$ cat src/rtl/muldiv_pkg.sv
// ============================================================================
// Module      : muldiv_pkg
// Description : Op codes, FSM encoding and helpers for the RV32M mul/div unit.
// Revision    : 1.0 - initial release
// ============================================================================
`default_nettype none

package muldiv_pkg;

    localparam logic [2:0] F3_MUL    = 3'b000;
    localparam logic [2:0] F3_MULH   = 3'b001;
    localparam logic [2:0] F3_MULHSU = 3'b010;
    localparam logic [2:0] F3_MULHU  = 3'b011;
    localparam logic [2:0] F3_DIV    = 3'b100;
    localparam logic [2:0] F3_DIVU   = 3'b101;
    localparam logic [2:0] F3_REM    = 3'b110;
    localparam logic [2:0] F3_REMU   = 3'b111;

    typedef enum logic [1:0] {
        IDLE = 2'd0,
        RUN  = 2'd1,
        DONE = 2'd2
    } state_t;

    function automatic logic is_div(input logic [2:0] op);
        return op[2];
    endfunction

    // pos 0 = rs1, pos 1 = rs2; any other position is never treated as signed
    function automatic logic op_signed(input logic [2:0] op, input int pos);
        case (pos)
            0:       return (op != F3_MULHU) && (op != F3_DIVU) && (op != F3_REMU);
            1:       return (op == F3_MUL) || (op == F3_MULH) || (op == F3_DIV) || (op == F3_REM);
            default: return 1'b0;
        endcase
    endfunction

endpackage

`default_nettype wire

$ cat src/rtl/muldiv_signfix.sv
// ============================================================================
// Module      : muldiv_signfix
// Description : Magnitude / negate stage for one operand position or result.
// Revision    : 1.0 - initial release
// ============================================================================
`default_nettype none

module muldiv_signfix
    import muldiv_pkg::*;
#(
    parameter int W   = 32,
    parameter int POS = 0
) (
    input  logic [2:0]   op,
    input  logic [W-1:0] din,
    input  logic         neg_req,
    output logic [W-1:0] dout
);

    logic w_neg;

    assign w_neg = neg_req | (op_signed(op, POS) & din[W-1]);
    assign dout  = w_neg ? -din : din;

endmodule

`default_nettype wire

$ cat src/rtl/muldiv_unit.sv
// ============================================================================
// Module      : muldiv_unit
// Description : Iterative RV32M multiply/divide unit with valid/ready and kill.
//               Define MULDIV_FAST_MUL_EN for single-cycle multiplies.
// Revision    : 1.0 - initial release
// ============================================================================
`default_nettype none

module muldiv_unit
    import muldiv_pkg::*;
#(
    parameter int XLEN  = 32,
    parameter int CNT_W = $clog2(XLEN) + 1
) (
    input  logic            clk,
    input  logic            rst_n,
    input  logic            in_valid,
    output logic            in_ready,
    input  logic [2:0]      op,
    input  logic [XLEN-1:0] rs1,
    input  logic [XLEN-1:0] rs2,
    input  logic            kill,
    output logic            out_valid,
    input  logic            out_ready,
    output logic [XLEN-1:0] result,
    output logic            busy
);

    state_t              r_state, w_state_next;
    logic [2:0]          r_op;
    logic [CNT_W-1:0]    r_cnt;
    logic [2*XLEN-1:0]   r_acc;
    logic [XLEN-1:0]     r_opb;
    logic [XLEN:0]       r_rem;
    logic                r_sa, r_sb;
    logic [XLEN-1:0]     r_result;

    logic [XLEN-1:0]     w_mag_a, w_mag_b;
    logic                w_sa, w_sb, w_ovf, w_accept;
    logic                w_short;
    logic [XLEN-1:0]     w_short_res;
    logic [XLEN:0]       w_madd;
    logic [2*XLEN-1:0]   w_mul_next;
    logic [XLEN+1:0]     w_trial, w_diff;
    logic                w_ge;
    logic [XLEN:0]       w_rem_next;
    logic [XLEN-1:0]     w_quo_next;
    logic [2*XLEN-1:0]   w_res_in, w_res_fix;
    logic                w_res_neg;
    logic [XLEN-1:0]     w_res_final;

    muldiv_signfix #(.W(XLEN), .POS(0)) u_fix_a (
        .op(op), .din(rs1), .neg_req(1'b0), .dout(w_mag_a)
    );
    muldiv_signfix #(.W(XLEN), .POS(1)) u_fix_b (
        .op(op), .din(rs2), .neg_req(1'b0), .dout(w_mag_b)
    );

    assign w_sa     = op_signed(op, 0) & rs1[XLEN-1];
    assign w_sb     = op_signed(op, 1) & rs2[XLEN-1];
    assign w_ovf    = op_signed(op, 0) & (rs1 == {1'b1, {(XLEN-1){1'b0}}}) & (&rs2);
    assign w_accept = in_valid & (r_state == IDLE) & ~kill;

`ifdef MULDIV_FAST_MUL_EN
    logic [2*XLEN-1:0] w_fa, w_fb, w_fprod;
    assign w_fa    = {{XLEN{op_signed(op, 0) & rs1[XLEN-1]}}, rs1};
    assign w_fb    = {{XLEN{op_signed(op, 1) & rs2[XLEN-1]}}, rs2};
    assign w_fprod = w_fa * w_fb;
`endif

    // Cases resolved at acceptance and skipping RUN entirely
    always_comb begin
        w_short     = 1'b0;
        w_short_res = '0;
        if (is_div(op)) begin
            if (rs2 == '0) begin
                w_short     = 1'b1;
                w_short_res = op[1] ? rs1 : '1;
            end else if (w_ovf) begin
                w_short     = 1'b1;
                w_short_res = op[1] ? '0 : rs1;
            end
        end else if ((rs1 == '0) || (rs2 == '0)) begin
            w_short = 1'b1;
        end
`ifdef MULDIV_FAST_MUL_EN
        else begin
            w_short     = 1'b1;
            w_short_res = (op == F3_MUL) ? w_fprod[XLEN-1:0] : w_fprod[2*XLEN-1:XLEN];
        end
`endif
    end

    // Shift-add: multiplier sits in the low half and drains out to the right
    assign w_madd     = {1'b0, r_acc[2*XLEN-1:XLEN]} + (r_acc[0] ? {1'b0, r_opb} : '0);
    assign w_mul_next = {w_madd, r_acc[XLEN-1:1]};

    // Restoring divide: dividend shifts out of the low half, quotient shifts in
    assign w_trial    = {r_rem, r_acc[XLEN-1]};
    assign w_diff     = w_trial - {2'b00, r_opb};
    assign w_ge       = ~w_diff[XLEN+1];
    assign w_rem_next = w_ge ? w_diff[XLEN:0] : w_trial[XLEN:0];
    assign w_quo_next = {r_acc[XLEN-2:0], w_ge};

    always_comb begin
        w_res_in  = w_mul_next;
        w_res_neg = r_sa ^ r_sb;
        if (is_div(r_op)) begin
            if (r_op[1]) begin
                w_res_in  = {{XLEN{1'b0}}, w_rem_next[XLEN-1:0]};
                w_res_neg = r_sa;
            end else begin
                w_res_in  = {{XLEN{1'b0}}, w_quo_next};
            end
        end
    end

    muldiv_signfix #(.W(2*XLEN), .POS(2)) u_fix_res (
        .op(r_op), .din(w_res_in), .neg_req(w_res_neg), .dout(w_res_fix)
    );

    assign w_res_final = ((r_op == F3_MUL) || is_div(r_op)) ? w_res_fix[XLEN-1:0]
                                                            : w_res_fix[2*XLEN-1:XLEN];

    always_ff @(posedge clk or negedge rst_n) begin
        if (!rst_n) r_state <= IDLE;
        else        r_state <= w_state_next;
    end

    always_comb begin
        w_state_next = r_state;
        if (kill) begin
            w_state_next = IDLE;
        end else begin
            case (r_state)
                IDLE:    if (in_valid) w_state_next = w_short ? DONE : RUN;
                RUN:     if (r_cnt == CNT_W'(1)) w_state_next = DONE;
                DONE:    if (out_ready) w_state_next = IDLE;
                default: w_state_next = IDLE;
            endcase
        end
    end

    always_ff @(posedge clk or negedge rst_n) begin
        if (!rst_n) begin
            r_op     <= '0;
            r_cnt    <= '0;
            r_acc    <= '0;
            r_opb    <= '0;
            r_rem    <= '0;
            r_sa     <= 1'b0;
            r_sb     <= 1'b0;
            r_result <= '0;
        end else if (w_accept) begin
            r_op  <= op;
            r_sa  <= w_sa;
            r_sb  <= w_sb;
            r_cnt <= CNT_W'(XLEN);
            r_acc <= {{XLEN{1'b0}}, w_mag_a};
            r_opb <= w_mag_b;
            r_rem <= '0;
            if (w_short) r_result <= w_short_res;
        end else if ((r_state == RUN) && !kill) begin
            r_cnt <= r_cnt - CNT_W'(1);
            r_acc <= is_div(r_op) ? {r_acc[2*XLEN-1:XLEN], w_quo_next} : w_mul_next;
            if (is_div(r_op)) r_rem <= w_rem_next;
            if (r_cnt == CNT_W'(1)) r_result <= w_res_final;
        end
    end

    assign in_ready  = (r_state == IDLE);
    assign out_valid = (r_state == DONE);
    assign busy      = (r_state == RUN) || (r_state == DONE);
    assign result    = r_result;

endmodule

`default_nettype wire

$ cat config.mk
export PLATFORM = sky130hd
export DESIGN_NAME = muldiv_unit
export DESIGN_NICKNAME = d
export VERILOG_FILES = /design/src/rtl/muldiv_pkg.sv /design/src/rtl/muldiv_signfix.sv /design/src/rtl/muldiv_unit.sv
export SDC_FILE = /design/constraint.sdc
export NUM_CORES = 1
export LEC_CHECK = 0
export ABC_AREA = 1
export CAP_MARGIN = 20
export CORE_AREA = 8 8 263 265
export DETAILED_ROUTE_END_ITERATION = 7
export DIE_AREA = 0 0 271 273
export PLACE_DENSITY = 0.4
export SETUP_SLACK_MARGIN = 0.3
export SYNTH_ARGS = -nofsm -noshare
export SYNTH_HDL_FRONTEND = slang
export SYNTH_SLANG_ARGS = --single-unit
export TNS_END_PERCENT = 10
$ cat constraint.sdc
create_clock -name clk -period 4.4 [get_ports clk]
set_clock_uncertainty 0.2 [all_clocks]
set_input_delay 0.88 -clock clk [delete_from_list [all_inputs] [get_ports clk]]
set_output_delay 0.88 -clock clk [all_outputs]
set_load 0.02 [all_outputs]
==> impl_metrics.prom, run 1 <==
# TYPE chip_impl_metric gauge
chip_impl_metric{name="fill_cells",unit=""} 7069
chip_impl_metric{name="yosysWarningCount",unit=""} 0
chip_impl_metric{name="synth.top_cell.area_share",unit=""} 0.243
chip_impl_metric{name="portBuffers",unit=""} 106
chip_impl_info{name="criticalPathCategory",value="reg -> reg"} 1
chip_impl_metric{name="p_comb_frac",unit=""} 0.825
chip_impl_info{name="hold_path_class",value="in -> async"} 1
chip_impl_metric{name="report.final.hold_viol_count",unit=""} 0
chip_impl_metric{name="clock_tree.htree_level_count",unit=""} 4
chip_impl_metric{name="drt_drc_violations_left",unit=""} 0
chip_impl_metric{name="clkPwrFrac",unit=""} 0.064
chip_impl_info{name="clock_tree_from_tritoncts",value="built"} 1
chip_impl_metric{name="grt_use_total",unit=""} 0.243
chip_impl_metric{name="multiInputGateArea",unit="µm²"} 13600
chip_impl_metric{name="syn2layout_area_growth",unit="%"} 45.1
chip_impl_metric{name="antenna-diode-count",unit=""} 0
chip_impl_metric{name="routabilityCongestion",unit=""} 0.946
chip_impl_metric{name="drt-wirelength-per-cell",unit="µm"} 21.4
chip_impl_metric{name="postPlaceCellArea",unit="µm²"} 22900
chip_impl_metric{name="detailedPlacementHpwl",unit="mm"} 74.6
chip_impl_metric{name="syn_area",unit="µm²"} 17900
chip_impl_info{name="netlist_top_cells_area",value="sky130_fd_sc_hd__dfrtp_1, sky130_fd_sc_hd__nand2_1, sky130_fd_sc_hd__inv_1, sky130_fd_sc_hd__nand3_1, sky130_fd_sc_hd__a21oi_1"} 1
chip_impl_metric{name="p_seq_frac",unit=""} 0.111
chip_impl_metric{name="cts.sinks",unit=""} 174
chip_impl_metric{name="final_count_of_pins_violating_max_slew",unit=""} 0
chip_impl_metric{name="ys_types",unit=""} 58
chip_impl_metric{name="hold_worst_slack",unit="ns"} 0.197
chip_impl_metric{name="vias_per_cell",unit=""} 5.04
chip_impl_metric{name="power.switching_fraction",unit=""} 0.550
chip_impl_metric{name="die_h",unit="µm"} 273
chip_impl_info{name="root_buffer",value="sky130_fd_sc_hd__clkbuf_16"} 1
chip_impl_metric{name="grt_start_max_net_pins",unit=""} 115
chip_impl_metric{name="post_route_cells_drive_above_1_share",unit=""} 0.302
chip_impl_metric{name="setup-violations-final",unit=""} 0
chip_impl_metric{name="clk_pin_slew_worst_paths",unit="ns"} 0.08
chip_impl_metric{name="maximum_ir_drop_on_the_vdd_rail",unit="mV"} 0.493
chip_impl_metric{name="detailroute.via_count",unit=""} 21800
chip_impl_info{name="yosys-top-cells-count",value="sky130_fd_sc_hd__nand2_1, sky130_fd_sc_hd__inv_1, sky130_fd_sc_hd__nor2_1"} 1
chip_impl_metric{name="row_count",unit=""} 94
chip_impl_info{name="critPathCaptureType",value="flop"} 1
chip_impl_info{name="post-synth-top-area-cell",value="sky130_fd_sc_hd__dfrtp_1"} 1
chip_impl_metric{name="starting_density_of_the_core",unit=""} 0.276
chip_impl_metric{name="stdcell_area",unit="µm²"} 26000
chip_impl_metric{name="timing.slew.headroom",unit=""} 0.460
chip_impl_metric{name="clk_latency_worst_skew_pair",unit="ns"} 0.50
chip_impl_metric{name="critical_path.max_stage_delay",unit="ns"} 0.43
chip_impl_metric{name="mappedNetlistNets",unit=""} 3091
chip_impl_info{name="critical_path.most_common_cell",value="sky130_fd_sc_hd__nand2_2"} 1
chip_impl_metric{name="seq_area",unit="µm²"} 4360
chip_impl_metric{name="final_worst_path_cycle_share",unit=""} 0.940
chip_impl_metric{name="power.net_switching",unit="mW"} 14.3
chip_impl_metric{name="fmax",unit="MHz"} 242
chip_impl_metric{name="critical_path_required",unit="ns"} 4.59
chip_impl_metric{name="die_w",unit="µm"} 271
chip_impl_metric{name="critical_path.max_fanout",unit=""} 7
chip_impl_metric{name="first_global_vias",unit=""} 21400
chip_impl_metric{name="total_leakage_power",unit="nW"} 13.0
chip_impl_info{name="run_status",value="finished, final reports clean"} 1
chip_impl_metric{name="rr_worst_depth",unit=""} 30
chip_impl_metric{name="detailedPlace.worstSlack",unit="ns"} -0.494
chip_impl_metric{name="number_of_antenna_violations_at_the_first_check_in_global_routing",unit=""} 0
chip_impl_metric{name="routed_wl",unit="mm"} 92.8
chip_impl_metric{name="first_drt_pass_iteration_count",unit=""} 5
chip_impl_metric{name="synth.yosys.seq_area_share",unit=""} 0.243
chip_impl_metric{name="grt-ovfl-total",unit=""} 0
chip_impl_metric{name="drtIter0Drc",unit=""} 1724
chip_impl_metric{name="numCtsBuffers",unit=""} 17
chip_impl_metric{name="power_density",unit="nW/µm²"} 995
chip_impl_info{name="worstSetupStartpointType",value="flop"} 1
chip_impl_metric{name="number_of_enable_flip_flop_cells_after_synthesis",unit=""} 0
chip_impl_metric{name="die-area",unit="µm²"} 74000
chip_impl_info{name="worst_path_max_delay_cell",value="sky130_fd_sc_hd__dfrtp_1"} 1
chip_impl_info{name="yosys_most_used_dff",value="sky130_fd_sc_hd__dfrtp_1"} 1
chip_impl_metric{name="ant_nets",unit=""} 0
chip_impl_metric{name="postSynth.asyncResetShare",unit=""} 1.00
chip_impl_metric{name="period_minus_slack",unit="ns"} 4.14
chip_impl_metric{name="nets",unit=""} 3598
chip_impl_metric{name="synthCells",unit=""} 2944
chip_impl_metric{name="cp.arrival",unit="ns"} 4.33
chip_impl_metric{name="actual_slew_at_the_worst_max_slew_pin",unit="ns"} 0.801
chip_impl_metric{name="ys_seq_elements",unit=""} 174
chip_impl_metric{name="postLayoutSetupSlackWorst",unit="ns"} 0.264
chip_impl_metric{name="wire_length_of_the_first_global_routing_pass",unit="mm"} 137
chip_impl_info{name="yosys.cell_count.top_type",value="sky130_fd_sc_hd__nand2_1"} 1
chip_impl_metric{name="coreArea",unit="µm²"} 65000
chip_impl_metric{name="maximum_capacitance_violations",unit=""} 0
chip_impl_metric{name="cts.hold.buffers_added",unit=""} 0
chip_impl_info{name="rsz0062_at_grt",value="yes"} 1
chip_impl_metric{name="top_level_ports",unit=""} 107
chip_impl_metric{name="clockBufferDepth",unit=""} 2
chip_impl_metric{name="post_synthesis_average_cell_area",unit="µm²"} 6.09
chip_impl_metric{name="p_int",unit="mW"} 11.6
[metrics by stage]
step | util | power (mW) | setup TNS, ns | cells
2_1_floorplan | - | 12.1 | 0 | 2944
3_3_place_gp | 0.353 | 21.1 | -6.36 | 4226
3_5_place_dp | 0.353 | 21.0 | -6.10 | 4226
4_1_cts | 0.381 | 24.2 | 0 | 4302
5_1_grt | 0.400 | 27.7 | 0 | 4328
6_report | 0.400 | 25.9 | 0 | 4328
[cells by family after synthesis]
group / after synthesis / synth area share
flip-flops: 174 / 0.243
AND/OR/NAND/NOR: 1573 / 0.384
AO/OA/AOI/OAI: 560 / 0.177
XOR/XNOR: 73 / 0.0357
buffers and inverters: 489 / 0.106
adder cells (fa/ha/maj): 75 / 0.0532
[final timing paths]
check                               from         to  slack (ns)
worst max-delay path            r_opb[2]  result[5]        0.26
worst min-delay path               rst_n  r_opb[16]        0.20
worst max register to register  r_opb[2]  result[5]        0.26
worst min register to register  r_cnt[2]   r_cnt[2]        0.31
max in group asynchronous          rst_n  r_rem[22]        2.79
min in group clk                r_cnt[2]   r_cnt[2]        0.31
[power groups by stage]
stage                     clock, mW  sequential (mW)  combinational (mW)
after floorplan                   0             2.83                9.27
after global placement            0             2.82                18.3
after detailed placement          0             2.83                18.2
after CTS                      1.68             2.87                19.7
after global routing           1.74             2.96                23.0
final                          1.65             2.89                21.4
[state kept, by name (all words and copies together), names as in the netlist]
register  cells
r_sb          1
r_rem        33
r_acc        64
r_op          3
r_cnt         6
r_state       2
r_sa          1
result       32
r_opb        32
[area by class of cell]
cell class / instances / share of cell area
clock buffer: 19 / 0.0170
clock inverter: 13 / 0.00505
inverter: 384 / 0.0558
multi-input combinational: 2282 / 0.524
sequential: 174 / 0.168
tap: 864 / 0.0416
timing repair buffer: 592 / 0.189
[layer usage]
metal	up-vias	GRT usage	part of all wire
li1	10600	-	-
met5	-	0	0
met4	0	0.0614	0.020
met3	79	0.0257	0.042
met1	10600	0.334	0.47
met2	557	0.405	0.47
[layout by cell type, fill, tap and decap left out, types with 50 or more instances in the layout]
cell,n
sky130_fd_sc_hd__a21oi_1,179
sky130_fd_sc_hd__a21oi_2,54
sky130_fd_sc_hd__buf_4,463
sky130_fd_sc_hd__clkdlybuf4s50_1,105
sky130_fd_sc_hd__dfrtp_1,167
sky130_fd_sc_hd__inv_1,332
sky130_fd_sc_hd__nand2_1,698
sky130_fd_sc_hd__nand2_2,127
sky130_fd_sc_hd__nand3_1,182
sky130_fd_sc_hd__nand3_2,59
sky130_fd_sc_hd__nand4_1,50
sky130_fd_sc_hd__nor2_1,238
sky130_fd_sc_hd__nor2_2,56
sky130_fd_sc_hd__o21ai_0,183
sky130_fd_sc_hd__xor2_1,55
[repair_timing]
action / CTS / global route
gates resized for setup: 221 / 280
buffers inserted: 43 / 25
setup endpoints to repair: 32 / 35
pin swaps: 59 / 111
gates cloned: 1 / 0
[worst max-delay path, delay by kind of cell (launching register included)]
kind	cells	cell delay (ns)
simple gates	21	2.06
buf+inv	5	0.70
flops	1	0.43
compound gates	3	0.37
fa+ha+maj	1	0.21
(Power assumes the default switching activity.)
==> inputs of run 2 (changes only) <==
--- a/config.mk
+++ b/config.mk
@@ -6,6 +6,7 @@
 export NUM_CORES = 1
 export LEC_CHECK = 0
 export ABC_AREA = 1
+export ABC_CLOCK_PERIOD_IN_PS = 4400
 export CAP_MARGIN = 20
 export CORE_AREA = 8 8 263 265
 export DETAILED_ROUTE_END_ITERATION = 7
==> results of run 2 <==
Final layout, timing and power as in run 1 (identical DEF).
